**config.mk**
```make
export PLATFORM = sky130hd
export DESIGN_NAME = raster_blit_counter_flat
export DESIGN_NICKNAME = d
export VERILOG_FILES = /design/src/rtl/raster_blit_counter_if.sv /design/src/rtl/raster_blit_counter.sv /design/src/flat_wrapper.sv
export SDC_FILE = /design/constraint.sdc
export NUM_CORES = 1
export LEC_CHECK = 0
export BUFFER_PORTS_ARGS = -buffer_cell sky130_fd_sc_hd__buf_2
export CAP_MARGIN = 5
export CORE_UTILIZATION = 57
export CTS_CLUSTER_DIAMETER = 50
export DETAILED_ROUTE_END_ITERATION = 6
export HOLD_SLACK_MARGIN = 0.08
export PLACE_DENSITY = 0.8
export SLEW_MARGIN = 20
export SYNTH_ARGS = -nofsm -noshare
export SYNTH_HDL_FRONTEND = slang
export SYNTH_SLANG_ARGS = --single-unit
```
**constraint.sdc**
```tcl
create_clock -name clk -period 3.05 [get_ports clk]
set_clock_uncertainty 0.15 [all_clocks]
set_input_delay 0.305 -clock clk [delete_from_list [all_inputs] [get_ports clk]]
set_output_delay 0.305 -clock clk [all_outputs]
set_load 0.02 [all_outputs]
```
**src/rtl/raster_blit_counter_if.sv**
```systemverilog
// Request/response bundle between a blit requester and the raster blit counter.
// The requester side drives the sprite origin and the stall; the counter returns the memory address and the plot stream.
interface raster_blit_counter_if #(
  parameter int XW = 8,
  parameter int YW = 7,
  parameter int AW = 11
);
  logic          start;
  logic [XW-1:0] x_origin;
  logic [YW-1:0] y_origin;
  logic          mirror;
  logic          hold;
  logic [AW-1:0] addr;
  logic [XW-1:0] x_out;
  logic [YW-1:0] y_out;
  logic          plot;
  logic          busy;
  logic          done;

  modport master (
    output start, x_origin, y_origin, mirror, hold,
    input  addr, x_out, y_out, plot, busy, done
  );

  modport slave (
    input  start, x_origin, y_origin, mirror, hold,
    output addr, x_out, y_out, plot, busy, done
  );
endinterface

```
**src/rtl/raster_blit_counter.sv**
```systemverilog
// Scans a sprite row by row and emits sprite-memory addresses.
// Screen coordinates and a clipped plot strobe follow one cycle later, aligned with the memory read data.
module raster_blit_counter #(
  parameter int SPR_W = 40,
  parameter int SPR_H = 40,
  parameter int SCR_W = 160,
  parameter int SCR_H = 120,
  parameter int XW    = 8,
  parameter int YW    = 7,
  parameter int AW    = 11
) (
  input  logic                 clk,
  input  logic                 reset,
  raster_blit_counter_if.slave bus
);

  localparam int CW = (SPR_W > 1) ? $clog2(SPR_W) : 1;
  localparam int RW = (SPR_H > 1) ? $clog2(SPR_H) : 1;

  localparam logic [1:0] S_IDLE  = 2'd0;
  localparam logic [1:0] S_SCAN  = 2'd1;
  localparam logic [1:0] S_FLUSH = 2'd2;

  localparam logic [XW:0]   SCR_X    = (XW+1)'(SCR_W);
  localparam logic [YW:0]   SCR_Y    = (YW+1)'(SCR_H);
  localparam logic [CW-1:0] COL_LAST = CW'(SPR_W - 1);
  localparam logic [RW-1:0] ROW_LAST = RW'(SPR_H - 1);

  logic [1:0]    state_q, state_d;
  logic [CW-1:0] col_q, col_d;
  logic [RW-1:0] row_q, row_d;
  logic [XW-1:0] xo_q, xo_d;
  logic [YW-1:0] yo_q, yo_d;
  logic          mir_q, mir_d;
  logic [XW-1:0] x_q, x_d;
  logic [YW-1:0] y_q, y_d;
  logic          plot_q, plot_d;

  logic [XW:0]   xsum;
  logic [YW:0]   ysum;
  logic [CW-1:0] col_eff;
  logic [AW-1:0] addr_scan;

  // Sums carry one extra bit so a sprite hanging off the right/bottom edge
  // never wraps back onto the visible screen.
  assign xsum      = {1'b0, xo_q} + (XW+1)'(col_q);
  assign ysum      = {1'b0, yo_q} + (YW+1)'(row_q);
  assign col_eff   = mir_q ? (COL_LAST - col_q) : col_q;
  assign addr_scan = AW'(row_q) * AW'(SPR_W) + AW'(col_eff);

  always_comb begin
    state_d = state_q;
    col_d   = col_q;
    row_d   = row_q;
    xo_d    = xo_q;
    yo_d    = yo_q;
    mir_d   = mir_q;
    x_d     = x_q;
    y_d     = y_q;
    plot_d  = 1'b0;
    case (state_q)
      S_IDLE: begin
        if (bus.start) begin
          xo_d    = bus.x_origin;
          yo_d    = bus.y_origin;
          mir_d   = bus.mirror;
          col_d   = '0;
          row_d   = '0;
          state_d = S_SCAN;
        end
      end
      S_SCAN: begin
        if (!bus.hold) begin
          x_d    = xsum[XW-1:0];
          y_d    = ysum[YW-1:0];
          plot_d = (xsum < SCR_X) && (ysum < SCR_Y);
          if (col_q == COL_LAST) begin
            col_d = '0;
            if (row_q == ROW_LAST) begin
              row_d   = '0;
              state_d = S_FLUSH;
            end else begin
              row_d = row_q + 1'b1;
            end
          end else begin
            col_d = col_q + 1'b1;
          end
        end
      end
      S_FLUSH: state_d = S_IDLE;
      default: state_d = S_IDLE;
    endcase
  end

  always_ff @(posedge clk or negedge reset) begin
    if (!reset) begin
      state_q <= S_IDLE;
      col_q   <= '0;
      row_q   <= '0;
      xo_q    <= '0;
      yo_q    <= '0;
      mir_q   <= 1'b0;
      x_q     <= '0;
      y_q     <= '0;
      plot_q  <= 1'b0;
    end else begin
      state_q <= state_d;
      col_q   <= col_d;
      row_q   <= row_d;
      xo_q    <= xo_d;
      yo_q    <= yo_d;
      mir_q   <= mir_d;
      x_q     <= x_d;
      y_q     <= y_d;
      plot_q  <= plot_d;
    end
  end

  assign bus.addr  = (state_q == S_SCAN) ? addr_scan : '0;
  assign bus.x_out = x_q;
  assign bus.y_out = y_q;
  assign bus.plot  = plot_q;
  assign bus.busy  = (state_q == S_SCAN) || (state_q == S_FLUSH);
  assign bus.done  = (state_q == S_FLUSH);

endmodule

```
**src/flat_wrapper.sv**
```systemverilog
// flat-port wrapper written by rule: the top's interface ports become plain ports
module raster_blit_counter_flat 
#(
  parameter int SPR_W = 40,
  parameter int SPR_H = 40,
  parameter int SCR_W = 160,
  parameter int SCR_H = 120,
  parameter int XW    = 8,
  parameter int YW    = 7,
  parameter int AW    = 11
)
  (clk, reset, bus_start, bus_x_origin, bus_y_origin, bus_mirror, bus_hold, bus_addr, bus_x_out, bus_y_out, bus_plot, bus_busy, bus_done);
  raster_blit_counter_if #(.XW(XW), .YW(YW), .AW(AW)) bus_i ();
  input  logic clk;
  input  logic reset;
  input wire logic [$bits(bus_i.start)-1:0] bus_start;
  input wire logic [$bits(bus_i.x_origin)-1:0] bus_x_origin;
  input wire logic [$bits(bus_i.y_origin)-1:0] bus_y_origin;
  input wire logic [$bits(bus_i.mirror)-1:0] bus_mirror;
  input wire logic [$bits(bus_i.hold)-1:0] bus_hold;
  output wire logic [$bits(bus_i.addr)-1:0] bus_addr;
  output wire logic [$bits(bus_i.x_out)-1:0] bus_x_out;
  output wire logic [$bits(bus_i.y_out)-1:0] bus_y_out;
  output wire logic [$bits(bus_i.plot)-1:0] bus_plot;
  output wire logic [$bits(bus_i.busy)-1:0] bus_busy;
  output wire logic [$bits(bus_i.done)-1:0] bus_done;
  assign bus_i.start = bus_start;
  assign bus_i.x_origin = bus_x_origin;
  assign bus_i.y_origin = bus_y_origin;
  assign bus_i.mirror = bus_mirror;
  assign bus_i.hold = bus_hold;
  assign bus_addr = bus_i.addr;
  assign bus_x_out = bus_i.x_out;
  assign bus_y_out = bus_i.y_out;
  assign bus_plot = bus_i.plot;
  assign bus_busy = bus_i.busy;
  assign bus_done = bus_i.done;
  raster_blit_counter #(.SPR_W(SPR_W), .SPR_H(SPR_H), .SCR_W(SCR_W), .SCR_H(SCR_H), .XW(XW), .YW(YW), .AW(AW)) u_core (.clk(clk), .reset(reset), .bus(bus_i));
endmodule
```
==> results of run 1 <==
## flip-flops by register name, indices dropped and copies added, names as in the netlist
name and cells:
u_core.bus.plot 1, u_core.bus.x_out 8, u_core.bus.y_out 7, u_core.col_q 6
u_core.mir_q 1, u_core.row_q 6, u_core.state_q 2, u_core.xo_q 8
u_core.yo_q 7
## through the flow
step | util | total power [uW] | std cells | setup slack [ns] | instance area (um2)
global placement | 0.670 | 1190 | 427 | 0.219 | 3450
finish | 0.717 | 1630 | 442 | 0.0468 | 3690
floorplan | - | 1040 | 307 | 0.0937 | 3070
global route | 0.717 | 1730 | 442 | -0.0498 | 3690
detailed placement | 0.670 | 1200 | 427 | 0.165 | 3450
CTS | 0.704 | 1610 | 440 | 0.000393 | 3620
## per-layer routing
metal	wire length [um]	share of wire	vias up	GRT usage
li1	-	-	1209	-
met2	3330	0.50	55	0.426
met5	0	0	-	0
met1	2970	0.45	1170	0.300
met4	110	0.017	0	0.105
met3	221	0.033	8	0.0489
## critical path: stages (launching register included)
cell	delay (ns)
dfrtp_1	0.40
ha_1	0.30
ha_2	0.18
inv_1	0.06
fa_2	0.59
nor3b_4	0.07
a311o_1	0.35
a21boi_1	0.14
buf_4	0.16
## layout make-up
cell class                      count  area share
Multi-Input combinational cell    234       0.514
Inverter                           19      0.0193
Timing Repair Buffer               65       0.106
Clock buffer                        7      0.0234
Tap cell                           70      0.0238
Clock inverter                      1     0.00136
Sequential cell                    46       0.312
## synth_stat cells, types with 2 or more instances
cell / count / area [um2]
a211oi_1: 6 / 45.0
a21boi_0: 2 / 15.0
a21o_1: 6 / 45.0
a21oi_1: 5 / 25.0
a311o_1: 2 / 20.0
and2_1: 8 / 50.1
and3_1: 3 / 18.8
clkbuf_1: 7 / 26.3
dfrtp_1: 46 / 1150
fa_1: 4 / 80.1
ha_1: 30 / 375
inv_1: 19 / 71.3
mux2_2: 20 / 225
nand2_1: 29 / 109
nand2b_1: 5 / 31.3
nand3_1: 5 / 25.0
nand3b_1: 3 / 22.5
nor2_1: 16 / 60.1
nor2b_1: 7 / 43.8
nor3_1: 2 / 10.0
nor3b_1: 6 / 45.0
o21a_1: 3 / 22.5
o21ai_0: 25 / 125
o21ai_1: 2 / 10.0
o221ai_1: 2 / 17.5
o31ai_1: 4 / 30.0
xnor2_1: 12 / 105
xor2_1: 9 / 78.8
## report_power, final
part           total [uW]  switching [uW]  internal (uW)  leakage, uW
sequential            720            54.6            666     0.000592
clock                 384             201            183    0.0000482
combinational         526             305            222      0.00118
total                1630             560           1070      0.00182
## how the worst max path moves through the flow
stage	from	end	slack, ns	depth (start not counted)
3_3_place_gp	u_core.col_q[4]	bus_addr[10]	0.22	11
2_1_floorplan	u_core.col_q[3]	bus_addr[10]	0.09	10
4_1_cts	u_core.row_q[1]	bus_addr[10]	0.0004	8
5_1_grt	u_core.col_q[4]	bus_addr[10]	-0.05	11
3_5_place_dp	u_core.col_q[4]	bus_addr[9]	0.17	12
6_report	u_core.row_q[1]	bus_addr[10]	0.05	8
## kinds of logic after synthesis
| logic type | after synthesis |
|---|---|
| xor gates and xnor gates | 21 |
| buffers and inverters | 27 |
| and+or+nand+nor | 91 |
| muxes | 20 |
| AOI/OAI and AO/OA | 68 |
| adders and majority gates | 34 |
| DFF | 46 |
## what timing repair did
| action | 4_1_cts | 5_1_grt |
|---|---|---|
| setup buffers | 1 | 0 |
| setup endpoints to repair | 3 | 2 |
| gates cloned | 0 | 0 |
| gates resized for setup | 10 | 12 |
| hold endpoints to repair | 49 | 2 |
| pin swaps | 2 | 4 |
| hold buffers | 4 | 2 |
==> impl_metrics.env, run 1 <==
export IMPL_cts_sinks=46
export IMPL_wire_per_inst_um=15.0
export IMPL_die_h_um=75.4
export IMPL_grt_usage=0.246
export IMPL_syn_inst=307
export IMPL_fmax_mhz=333
export IMPL_dr_total_vias=2442
export IMPL_hold_path_class="primary input to flop"
export IMPL_final_cell_mix="46 x dfrtp_1, 45 x buf_2, 28 x nand2_1"
export IMPL_fin_nets=425
export IMPL_cts_root_buf="clkbuf_8"
export IMPL_synth_edf_count=0
export IMPL_synthArstFlopShare=1.00
export IMPL_maxSlewHeadroom=0.506
export IMPL_synth_cell_type_count=47
export IMPL_power_density_nw_per_um2=442
export IMPL_dieWidth_um=75.4
export IMPL_grt_ovfl_total=0
export IMPL_first_iter_violations=94
export IMPL_arrival_ns=2.55
export IMPL_outcome="finished clean"
export IMPL_antennaDiodeCount=0
export IMPL_critical_path_max_fanout=3
export IMPL_reg2reg_depth=9
export IMPL_peakVddDrop_v=0.000316
export IMPL_clkSlewWorstSetupHoldPaths_ns=0.08
export IMPL_multi_input_comb_area_um2=1890
export IMPL_whs_path_depth=2
export IMPL_portBuffers=48
export IMPL_period_minus_slack_ns=3.00
export IMPL_maxCapViolCount=0
export IMPL_rows=26
export IMPL_synth_xor_area_share=0.0598
export IMPL_areaGrowthSynthToFinish_pct=19.9
export IMPL_drcViolationCount=0
export IMPL_grt_max_degree=47
export IMPL_cp_start_kind="flop"
export IMPL_grt_pass1_vias=2271
export IMPL_place_congestion=0.846
export IMPL_whs_ns=0.0863
export IMPL_drt_wl_total_mm=6.63
export IMPL_final_common_cell="dfrtp_1"
export IMPL_path_class="flop to primary output"
export IMPL_synth_seq_cells=46
export IMPL_synth_fp_nets=361
export IMPL_holdCritStartpoint="bus_y_origin[2]"
export IMPL_io_pins=49
export IMPL_drt_pre_antenna_iters=4
export IMPL_dieArea_um2=5690
export IMPL_maxSlewViolCount=0
export IMPL_synth_seq_area_share=0.374
export IMPL_ys_warn_count=0
export IMPL_drive_gt1_frac=0.280
export IMPL_end_kind="primary output"
export IMPL_hold_path_end="u_core.yo_q[2]"
export IMPL_dp_hpwl_mm=4.89
export IMPL_synth_top_family_by_area="simple AND/OR/NAND/NOR gates"
export IMPL_rsz0062_at_grt="yes"
export IMPL_clock_latency_ns=0.30
export IMPL_cp_required_ns=2.59
export IMPL_synth_simple_area_share=0.156
export IMPL_r2r_start="u_core.row_q[0]"
export IMPL_grt_pass1_wl_mm=10.3
export IMPL_syn_avg_cell_area_um2=10.0
export IMPL_min_period_over_period=0.985
export IMPL_tightest_slew_ns=0.740
export IMPL_leakagePower_uw=0.00182
export IMPL_synth_mux_area_fraction=0.0733
export IMPL_hold_viol=0
export IMPL_numCtsBuffers=5
export IMPL_synth_area_um2=3070
export IMPL_seqCellArea_um2=1150
export IMPL_fin_setup_tns_ns=0
export IMPL_cts_tree="done"
export IMPL_synth_adder_area_share=0.148
export IMPL_finalSetupViolCount=0
export IMPL_viasPerCell=5.52
export IMPL_ant_nets=0
export IMPL_clockBufferDepth=2
export IMPL_htree_levels=2
export IMPL_final_fill_count=398
export IMPL_synth_ff_type="dfrtp_1"
export IMPL_r2r_setup_slack_ns=0.39
export IMPL_synth_compound_area_frac=0.155
export IMPL_fp_coreArea_um2=5140
export IMPL_start_util=0.598
export IMPL_antenna_found_initial=0
export IMPL_timing_rr_end="u_core.bus.plot"
(Power assumes the default switching activity.)
==> inputs of run 2 (changes only) <==
--- a/config.mk
+++ b/config.mk
@@ -12,6 +12,7 @@
 export DETAILED_ROUTE_END_ITERATION = 6
 export HOLD_SLACK_MARGIN = 0.08
 export PLACE_DENSITY = 0.8
+export REMOVE_ABC_BUFFERS = 1
 export SLEW_MARGIN = 20
 export SYNTH_ARGS = -nofsm -noshare
 export SYNTH_HDL_FRONTEND = slang
==> constraint.sdc (replaced) <==
create_clock -name clk -period 3.8 [get_ports clk]
set_clock_uncertainty 0.15 [all_clocks]
set_input_delay 0.38 -clock clk [delete_from_list [all_inputs] [get_ports clk]]
set_output_delay 0.38 -clock clk [all_outputs]
set_load 0.02 [all_outputs]
==> run 2 against run 1 <==
Effect of this change: sequential cell count stayed put; routed wire length is 8.3% lower; final cell count is 3.4% lower; via count is 2.3% lower; combinational power is 33% lower; register-to-register slack better by 0.81 ns; critical path type unchanged; largest power group unchanged; highest routed layer unchanged.
==> impl_metrics.env, run 2 (synthesized netlist as in run 1, its figures left out) <==
export IMPL_power_density_nw_per_um2=365
export IMPL_dp_hpwl_mm=4.62
export IMPL_areaGrowthSynthToFinish_pct=13.7
export IMPL_peakVddDrop_v=0.000257
export IMPL_cpPeakStageDelay_ns=0.48
export IMPL_placed_cells=418
export IMPL_cts_hold_buffers_added=0
export IMPL_rows=26
export IMPL_cts_root_buf="clkbuf_8"
export IMPL_crit_cells=12
export IMPL_cp_top_family="adder cells"
export IMPL_worst_path_buf_inv=3
export IMPL_cp_start_kind="flop"
export IMPL_place_ws_ns=0.779
export IMPL_cp_required_ns=3.27
export IMPL_rsz0062_at_grt="no"
export IMPL_hold_viol=0
export IMPL_ant_nets=0
export IMPL_place_congestion=0.786
export IMPL_critical_path_max_fanout=6
export IMPL_clkSlewWorstSetupHoldPaths_ns=0.09
export IMPL_timing_rr_end="u_core.bus.plot"
export IMPL_tightest_slew_ns=0.887
export IMPL_crit_start="u_core.col_q[3]"
export IMPL_leakagePower_uw=0.00173
export IMPL_io_pins=49
export IMPL_grt_pass1_wl_mm=10.3
export IMPL_finalSetupViolCount=0
export IMPL_first_iter_violations=129
export IMPL_grt_usage=0.238
export IMPL_clock_latency_ns=0.30
export IMPL_die_h_um=75.4
export IMPL_r2r_start="u_core.row_q[0]"
export IMPL_total_power_uw=1280
export IMPL_numCtsBuffers=5
export IMPL_maxSlewHeadroom=0.409
export IMPL_portBuffers=48
export IMPL_cp_endpoint="bus_addr[9]"
export IMPL_fin_nets=410
export IMPL_grt_ovfl_total=0
export IMPL_post_cts_resized=0
export IMPL_drt_wl_total_mm=6.08
export IMPL_finalNonFillerCells=427
export IMPL_drive_gt1_frac=0.227
export IMPL_drt_pre_antenna_iters=4
export IMPL_viasPerCell=5.59
export IMPL_end_kind="primary output"
export IMPL_htree_levels=2
export IMPL_whs_path_depth=2
export IMPL_hold_path_class="primary input to flop"
export IMPL_start_util=0.598
export IMPL_antennaDiodeCount=0
export IMPL_arrival_ns=2.85
export IMPL_min_period_over_period=0.890
export IMPL_maxCapViolCount=0
export IMPL_wire_per_inst_um=14.2
export IMPL_period_minus_slack_ns=3.38
export IMPL_setup_slack_ns=0.419
export IMPL_path_class="flop to primary output"
export IMPL_antenna_found_initial=0
export IMPL_slowest_stage="dfrtp_1"
export IMPL_crit_chain="inv_1 -> ha_1 -> nand2_1 -> o21ai_0 -> inv_1 -> fa_1 -> nor2b_1 -> o21ai_0 -> nor3_1 -> xor2_1 -> and2_1 -> buf_2"
export IMPL_clockBufferDepth=2
export IMPL_fmax_mhz=296
export IMPL_cts_tree="done"
export IMPL_fin_setup_tns_ns=0
export IMPL_dieArea_um2=5690
export IMPL_final_common_cell="buf_2"
export IMPL_maxSlewViolCount=0
export IMPL_grt_pass1_vias=2371
export IMPL_dr_total_vias=2387
export IMPL_grt_max_degree=47
export IMPL_outcome="finished clean"
export IMPL_final_cell_mix="47 x buf_2, 46 x dfrtp_1, 30 x ha_1"
export IMPL_reg2reg_depth=8
export IMPL_fp_coreArea_um2=5140
export IMPL_r2r_setup_slack_ns=1.20
export IMPL_dieWidth_um=75.4
export IMPL_cts_sinks=46
export IMPL_cts_setup_buffers=0
export IMPL_drcViolationCount=0
## run 2: cell types whose count changed in the layout (fill, tap and decap cells not counted), moves of 2 or more
| cell | before | now |
|---|---|---|
| o21ai_1 | 4 | 2 |
| buf_2 | 45 | 47 |
| nor3b_1 | 4 | 6 |
| a21boi_0 | 0 | 2 |
| ha_4 | 2 | 0 |
| fa_2 | 2 | 0 |
| o21ai_0 | 22 | 25 |
| fa_1 | 2 | 4 |
| ha_1 | 27 | 30 |
| dlygate4sd3_1 | 6 | 1 |
| a21boi_1 | 2 | 0 |
| buf_4 | 14 | 2 |
## run 2: power by group
part / switching, uW / internal [uW] / leakage, uW
Combinational: 209 / 143 / 0.00108
Sequential: 52.3 / 534 / 0.000592
Clock: 171 / 167 / 0.0000544
## run 2: area by class of cell
type	count	area (um2)
multi-input cells	234	1820
fillers	441	1640
flip-flops and latches	46	1150
repair buffers	50	260
clock buffers	7	96.3
well taps	70	87.6
inverters	19	71.3
clock inverters	1	8.76
## run 2: worst min path at each step
| stage | start | to | slack [ns] |
|---|---|---|---|
| final | bus_mirror | u_core.mir_q | 0.16 |
| after global placement | u_core.bus.y_out[6] | u_core.bus.y_out[6] | 0.31 |
| after CTS | reset | u_core.bus.y_out[5] | 0.14 |
| after global routing | bus_x_origin[3] | u_core.xo_q[3] | 0.15 |
| after detailed placement | u_core.bus.y_out[6] | u_core.bus.y_out[6] | 0.32 |
| after floorplan | reset | u_core.bus.plot | -0.07 |
## run 2: metrics by stage
stage | hold WS [ns] | area, um2 | utilization
detailed placement | 0.315 | 3380 | 0.657
floorplan | -0.0656 | 3040 | -
global placement | 0.311 | 3380 | 0.657
CTS | 0.139 | 3480 | 0.678
finish | 0.156 | 3500 | 0.680
global route | 0.150 | 3500 | 0.680
## run 2: metal layers
metal / wire length, um / up-vias / track usage / part of all wire
met4: 70 / 0 / 0.0617 / 0.012
met2: 3060 / 62 / 0.422 / 0.50
li1: - / 1177 / - / -
met1: 2610 / 1141 / 0.302 / 0.43
met3: 336 / 7 / 0.0397 / 0.055
met5: 0 / - / 0 / 0
==> inputs of run 3 (changes only) <==
--- a/config.mk
+++ b/config.mk
@@ -7,11 +7,11 @@
 export LEC_CHECK = 0
 export BUFFER_PORTS_ARGS = -buffer_cell sky130_fd_sc_hd__buf_2
 export CAP_MARGIN = 5
-export CORE_UTILIZATION = 57
+export CORE_UTILIZATION = 52
 export CTS_CLUSTER_DIAMETER = 50
 export DETAILED_ROUTE_END_ITERATION = 6
 export HOLD_SLACK_MARGIN = 0.08
-export PLACE_DENSITY = 0.8
+export PLACE_DENSITY = 0.77
 export REMOVE_ABC_BUFFERS = 1
 export SLEW_MARGIN = 20
 export SYNTH_ARGS = -nofsm -noshare
==> constraint.sdc (replaced) <==
create_clock -name clk -period 2.8 [get_ports clk]
set_clock_uncertainty 0.15 [all_clocks]
set_input_delay 0.28 -clock clk [delete_from_list [all_inputs] [get_ports clk]]
set_output_delay 0.28 -clock clk [all_outputs]
set_load 0.02 [all_outputs]
==> run 3 against run 2 <==
Effect of this change: the run now ends with setup timing left; sequential cell count did not move; hold slack improved by 0.069 ns; global-route usage fell by 1.4 points; critical path depth fell by 2; sequential power rose by 34%; cell area rose by 15%; first-iteration DRC count fell by 20%; die area rose by 9.4%; setup slack got worse by 0.55 ns; final cell count rose by 8.0%; critical endpoint is now bus_addr[10]; largest cell class unchanged.
==> impl_metrics.env, run 3 (synthesized netlist as in run 1, its figures left out) <==
export IMPL_cp_start_kind="flop"
export IMPL_wire_per_inst_um=14.6
export IMPL_hold_path_end="u_core.state_q[1]"
export IMPL_path_class="flop to primary output"
export IMPL_start_util=0.548
export IMPL_numCtsBuffers=5
export IMPL_holdCritStartpoint="bus_start"
export IMPL_outcome="finished with violations"
export IMPL_dr_total_vias=2510
export IMPL_multi_input_comb_area_um2=2020
export IMPL_portBuffers=48
export IMPL_die_h_um=78.9
export IMPL_crit_chain="ha_4 -> ha_4 -> inv_2 -> fa_2 -> nor2b_2 -> o21ai_2 -> nor3b_4 -> a311o_1 -> a21boi_1 -> buf_4"
export IMPL_place_congestion=0.830
export IMPL_cpPeakStageDelay_ns=0.42
export IMPL_grt_ovfl_total=0
export IMPL_drcViolationCount=0
export IMPL_grt_max_degree=47
export IMPL_timing_rr_end="u_core.bus.plot"
export IMPL_maxSlewHeadroom=0.504
export IMPL_slowest_stage="dfrtp_1"
export IMPL_p_seq_frac=0.419
export IMPL_io_pins=49
export IMPL_clock_latency_ns=0.30
export IMPL_stdcell_area_um2=4000
export IMPL_antenna_found_initial=0
export IMPL_whs_path_depth=3
export IMPL_dieArea_um2=6220
export IMPL_p_sw_frac=0.340
export IMPL_final_cell_mix="44 x dfrtp_1, 42 x buf_2, 28 x nand2_1"
export IMPL_peakVddDrop_v=0.000401
export IMPL_hold_path_class="primary input to flop"
export IMPL_fin_nets=442
export IMPL_final_common_cell="dfrtp_1"
export IMPL_seqCellArea_um2=1150
export IMPL_cts_sinks=46
export IMPL_cts_root_buf="clkbuf_8"
export IMPL_leakagePower_uw=0.00193
export IMPL_final_fill_count=423
export IMPL_viasPerCell=5.44
export IMPL_areaGrowthSynthToFinish_pct=30.2
export IMPL_switching_power_uw=639
export IMPL_hold_viol=0
export IMPL_grt_usage=0.224
export IMPL_clkSlewWorstSetupHoldPaths_ns=0.09
export IMPL_crit_path_frequent_cell="ha_4"
export IMPL_rows=27
export IMPL_drt_pre_antenna_iters=4
export IMPL_final_util=0.714
export IMPL_antennaDiodeCount=0
export IMPL_fp_coreArea_um2=5610
export IMPL_placed_area_um2=3460
export IMPL_placed_cells=431
export IMPL_reg2reg_depth=9
export IMPL_end_kind="primary output"
export IMPL_dieWidth_um=78.9
export IMPL_critical_path_max_fanout=2
export IMPL_grt_pass1_wl_mm=11.0
export IMPL_total_power_uw=1880
export IMPL_clockBufferDepth=2
export IMPL_power_density_nw_per_um2=469
export IMPL_pwr_share_comb=0.336
export IMPL_place_ws_ns=-0.00900
export IMPL_finalNonFillerCells=461
export IMPL_violations="setup timing"
export IMPL_period_minus_slack_ns=2.93
export IMPL_p_int_uw=1240
export IMPL_cp_required_ns=2.37
export IMPL_first_iter_violations=103
export IMPL_tightest_slew_ns=0.742
export IMPL_finalSetupViolCount=3
export IMPL_rsz0062_at_grt="yes"
export IMPL_min_period_over_period=1.05
export IMPL_drt_wl_total_mm=6.73
export IMPL_maxCapViolCount=0
export IMPL_ant_nets=0
export IMPL_drive_gt1_frac=0.329
export IMPL_r2r_setup_slack_ns=0.33
export IMPL_cts_tree="done"
export IMPL_dp_hpwl_mm=4.64
export IMPL_maxSlewViolCount=0
export IMPL_arrival_ns=2.50
export IMPL_clkPwrFrac=0.245
export IMPL_grt_pass1_vias=2473
export IMPL_fmax_mhz=341
export IMPL_htree_levels=2
export IMPL_r2r_start="u_core.row_q[1]"
export IMPL_setup_slack_ns=-0.135
==> run 3: power by group through the flow <==
stage               clock, uW  combinational, uW  sequential (uW)
floorplan                   0                294              836
global placement            0                506              792
detailed placement          0                523              794
CTS                       466                568              782
global route              495                697              799
finish                    460                632              787
==> run 3: how the worst max path moves through the flow <==
| stage | start | endpoint | slack, ns | cells past startpoint |
|---|---|---|---|---|
| 4_1_cts | u_core.row_q[3] | bus_addr[10] | -0.14 | 10 |
| 5_1_grt | u_core.row_q[1] | bus_addr[10] | -0.19 | 10 |
| 2_1_floorplan | u_core.col_q[3] | bus_addr[10] | -0.13 | 10 |
| 3_5_place_dp | u_core.row_q[2] | bus_addr[10] | -0.009 | 9 |
| 3_3_place_gp | u_core.row_q[2] | bus_addr[10] | 0.07 | 9 |
| 6_report | u_core.row_q[1] | bus_addr[10] | -0.13 | 10 |
==> run 3: metal layers <==
layer  track usage  wire length, um  up-vias  share of wire
li1              -                -     1240              -
met1         0.287             3130     1206           0.47
met2         0.387             3300       55           0.49
met3        0.0310              195        9          0.029
met4        0.0764              105        0          0.016
met5             0                0        -              0
==> run 3: critical path: cells and delay by family, from the launching register on <==
family                   cells  cell delay [ns]
AO/OA/AOI/OAI                3             0.49
flip-flops                   1             0.42
adder cells (fa/ha/maj)      3             0.80
buffers and inverters        2             0.19
AND/OR/NAND/NOR              2             0.30
==> run 3: stage by stage <==
| step | TNS (ns) | hold slack (ns) |
|---|---|---|
| 4_1_cts | -0.364 | 0.217 |
| 6_report | -0.280 | 0.225 |
| 3_3_place_gp | 0 | 0.308 |
| 2_1_floorplan | -0.128 | -0.166 |
| 5_1_grt | -0.634 | 0.251 |
| 3_5_place_dp | -0.00900 | 0.319 |
==> run 3: cell type report <==
| class | count | share of cell area |
|---|---|---|
| Inverter | 19 | 0.0178 |
| Tap cell | 72 | 0.0225 |
| Timing Repair Buffer | 82 | 0.141 |
| Clock buffer | 7 | 0.0241 |
| Clock inverter | 1 | 0.00219 |
| Sequential cell | 46 | 0.288 |
| Multi-Input combinational cell | 234 | 0.504 |
==> run 3: what timing repair did <==
action / 4_1_cts / 5_1_grt
gates resized for setup: 23 / 28
setup buffers: 4 / 1
hold buffers: 17 / 0
setup endpoints to repair: 5 / 5
endpoints found under the hold margin: 62 / 0
pin swaps: 6 / 14
